==> src/rtl/prbs_popcount.sv <==
// Combinational population count of a WIDTH-bit vector; zero latency.
module prbs_popcount #(
   parameter int WIDTH = 17
) (
   input  logic [WIDTH-1:0]             bits_i,
   output logic [$clog2(WIDTH+1)-1:0]   count_o
);

   localparam int CW = $clog2(WIDTH+1);

   always_comb begin
      count_o = '0;
      for (int i = 0; i < WIDTH; i++) begin
         count_o = count_o + CW'(bits_i[i]);
      end
   end

endmodule

==> config.mk <==
export PLATFORM = sky130hd
export DESIGN_NAME = prbs_popcount
export DESIGN_NICKNAME = d
export VERILOG_FILES = /design/src/rtl/prbs_popcount.sv
export SDC_FILE = /design/constraint.sdc
export NUM_CORES = 1
export LEC_CHECK = 0
export BUFFER_PORTS_ARGS = -buffer_cell sky130_fd_sc_hd__buf_4
export CAP_MARGIN = 0
export CORE_AREA = 4 4 41 43
export DETAILED_ROUTE_END_ITERATION = 7
export DIE_AREA = 0 0 45 47
export PLACE_DENSITY = 0.65
export SYNTH_ARGS = -nofsm -noshare
export SYNTH_HDL_FRONTEND = slang
export SYNTH_SLANG_ARGS = --single-unit
==> constraint.sdc <==
create_clock -name vclk -period 6.8
set_input_delay 1.36 -clock vclk [all_inputs]
set_output_delay 1.36 -clock vclk [all_outputs]
set_load 0.1 [all_outputs]
; Word level (Yosys, flattened, before mapping)
; Cells that the tools add are included.
[totals]
output_inout_bits = 5
romBits = 0
latchBits = 0
mem_count = 0
ram_bits = 0
register_bits = 0
input_bits = 17
[op_classes]
div = 0
n_reduce_logical = 0
mul = 0
shift = 0
n_mux = 0
bitwise_logic = 0
n_eq_ne = 0
n_addsub = 16
order_cmp = 0
[op_table]
columns = operator, count
row1 = $add A5 B1 Y5, 12
row2 = $add A4 B1 Y5, 1
row3 = $add A3 B1 Y4, 1
row4 = $add A2 B1 Y3, 1
row5 = $add A1 B1 Y2, 1

; Depth between registers and ports, before layout
[depth]
ltp_word = 16
mapped_depth = 10
mapped_depth_nobuf = 10

; Least setup slack after synthesis
; No wires, ideal clock.
[synth_path]
kind = input to output
startpoint = input port bits_i[0]
endpoint = output port count_o[2]
required_ps = 5440
t_arrival_ps = 5725
slack_ps = -285
cell_stages = 8
path_cell_list = fa_1 > inv_1 > fa_1 > fa_1 > fa_1 > fa_1 > fa_1 > xnor2_1
[synth_via]
elab_chain_cells = 16
[synth_lines]
columns = element, line
row1 = from (decl), 5  ; input logic [WIDTH-1:0] bits_i,
row2 = $add A1 B1 Y2, 14  ; count_o = count_o + CW'(bits_i[i]);
row3 = $add A2 B1 Y3, 14
row4 = $add A3 B1 Y4, 14
row5 = $add A4 B1 Y5, 14
row6 = $add A5 B1 Y5 (12 in series), 14
row7 = to (decl), 6  ; output logic [$clog2(WIDTH+1)-1:0] count_o
; Every way passes these cells.

; Final worst setup path
[layout_path]
startpoint = input port bits_i[5]
endpoint = output port count_o[4]
[layout_via]
elab_chain_cells = 12
[layout_lines]
columns = element, line
row1 = $add A5 B1 Y5 (12 in series), 14
; Every way passes these cells.

==> results.txt <==
Die footprint = 2115 um^2
Hold Startpoint = bits_i[4]
Kind of critical path = in -> out
CP startpoint = bits_i[5]
Worst Hold Depth = 5
Core ar. = 1301 um^2
Initial antenna violation count = 0
Outcome = finished, final reports clean
Synth Warn # = 0
First-pass GRT wire length = 1214 um
Detailed Route WL = 707 um
Vias = 298
Routed Antenna Nets = 0
I/O pin count = 22
Drt drc = 0
Unique masters post-synth = 10
Rows = 13
Fmax = 160.6 MHz
Worst Hold End = count_o[0]
Layout cells sized above 1 = 37.10%
Largest net degree at the start of global routing = 5
Post-DR vias/cell = 3.870
Resize count post-CTS = 0
Max Cap Viol = 0
Initial detailed-routing violation count = 2
Die Y = 47 um
Syn Nets = 72
Initial Util = 29.42%
Period utilization = 91.60%
RePlAce Congestion = 0.6885
CP Max Fanout = 2
Arr. time, crit path = 4.87 ns
Layout area overhead = 50.00%
WP data required = 5.44 ns
Sum of negative setup slack = 0 ns
Vias in the first global route = 314
Clkbuf count = 0
Register Area = 0 um^2
CP endpoint kind = primary output
First-pass detailed-route iteration total = 4
Post-CTS Setup Inserts = 0
Final hold violations = 0
Slew Viols, Final = 0
Cells after Synth = 40
Slew HR = 81.37%
Antenna diodes = 0
Hold-fix buffers, CTS = 0
Mapped Area = 382.9 um^2
Hpwl dp = 707.2 um
Min cycle time layout = 6.228 ns
IO buf count = 22
Tot GR Track Use = 7.360%
Fin Hold WS = 3.297 ns
Final setup violation count = 0
GRT overflow = 0
Synthesized area per cell = 9.572 um^2
RSZ-0062 raised after global routing = false
Sequential cells = 0
Worst Tran Pin Value = 0.2817 ns
Startpoint types = primary input
Fillers = 132
Worst min path class = in -> out
Die width = 45 um
Seq/Total Area, Yosys = 0%
Routed len/inst = 9.182 um
Nets@finish = 96
[cell families (layout without fill, tap and decap cells)]
logic type	count (synthesis)	after routing	share of synthesized area [%]
simple gates	2	2	2.614
xor+xnor	2	2	4.576
fa+ha+maj	15	15	70.59
compound gates	3	3	4.573
buf+inv	18	40	17.65
[area by class of cell]
cell class | instances | area, um^2 | area share (%)
Multi-Input combinational cell | 22 | 322.8 | 56.21
Timing Repair Buffer | 22 | 165.2 | 28.76
Inverter | 18 | 67.56 | 11.76
Tap cell | 15 | 18.77 | 3.268
[cells in the mapped netlist]
library cell | count | area (um^2)
nand2_1 | 1 | 3.750
xor2_1 | 1 | 8.760
fa_1 | 11 | 220.2
o21ai_1 | 1 | 5.000
o21a_1 | 1 | 7.510
ha_1 | 4 | 50.05
nor2b_1 | 1 | 6.260
a21oi_1 | 1 | 5.000
inv_1 | 18 | 67.56
xnor2_1 | 1 | 8.760
[worst max-delay path, cell delays in order]
cell	delay, ns
buf_4	0.12
fa_1	0.54
inv_1	0.05
fa_1	0.46
fa_1	0.54
fa_1	0.42
fa_1	0.41
fa_1	0.44
nor2b_1	0.14
o21a_1	0.12
buf_4	0.28
[metal layers]
metal  share of wire [%]  wire length [um]  vias up  GRT usage [%]
met1                  35               244      135          10.38
met2                  59               420        9          13.56
met4                   0                 0        0              0
met3                 5.9                42        0              0
li1                    -                 -      154              -
met5                   0                 0        -              0
[worst max path at each step]
stage | endpoint | cells past startpoint
after floorplan | count_o[3] | 8
after global routing | count_o[4] | 11
after CTS | count_o[4] | 11
after detailed placement | count_o[4] | 11
after global placement | count_o[4] | 11
final | count_o[4] | 11
[cells in the final DEF, fill, tap and decap left out]
master | Yosys | final
ha_1 | 4 | 4
inv_1 | 18 | 18
buf_4 | 0 | 22
xnor2_2 | 0 | 1
a21oi_1 | 1 | 1
o21a_1 | 1 | 1
o21ai_1 | 1 | 1
fa_1 | 11 | 11
nand2_1 | 1 | 1
xor2_1 | 1 | 1
nor2b_1 | 1 | 1
[per-stage QoR]
step	setup slack [ns]	instance area (um^2)	utilization [%]	std cells
5_1_grt	0.4403	574.3	44.13	77
3_5_place_dp	0.5414	574.3	44.13	77
4_1_cts	0.5292	574.3	44.13	77
3_3_place_gp	0.5622	574.3	44.13	77
2_1_floorplan	0.08959	390.4	-	40
6_report	0.5715	574.3	44.13	77
Power is left out: the tool's default activity adds up to more than one toggle a clock period on the data nets, which glitch-free logic cannot reach.
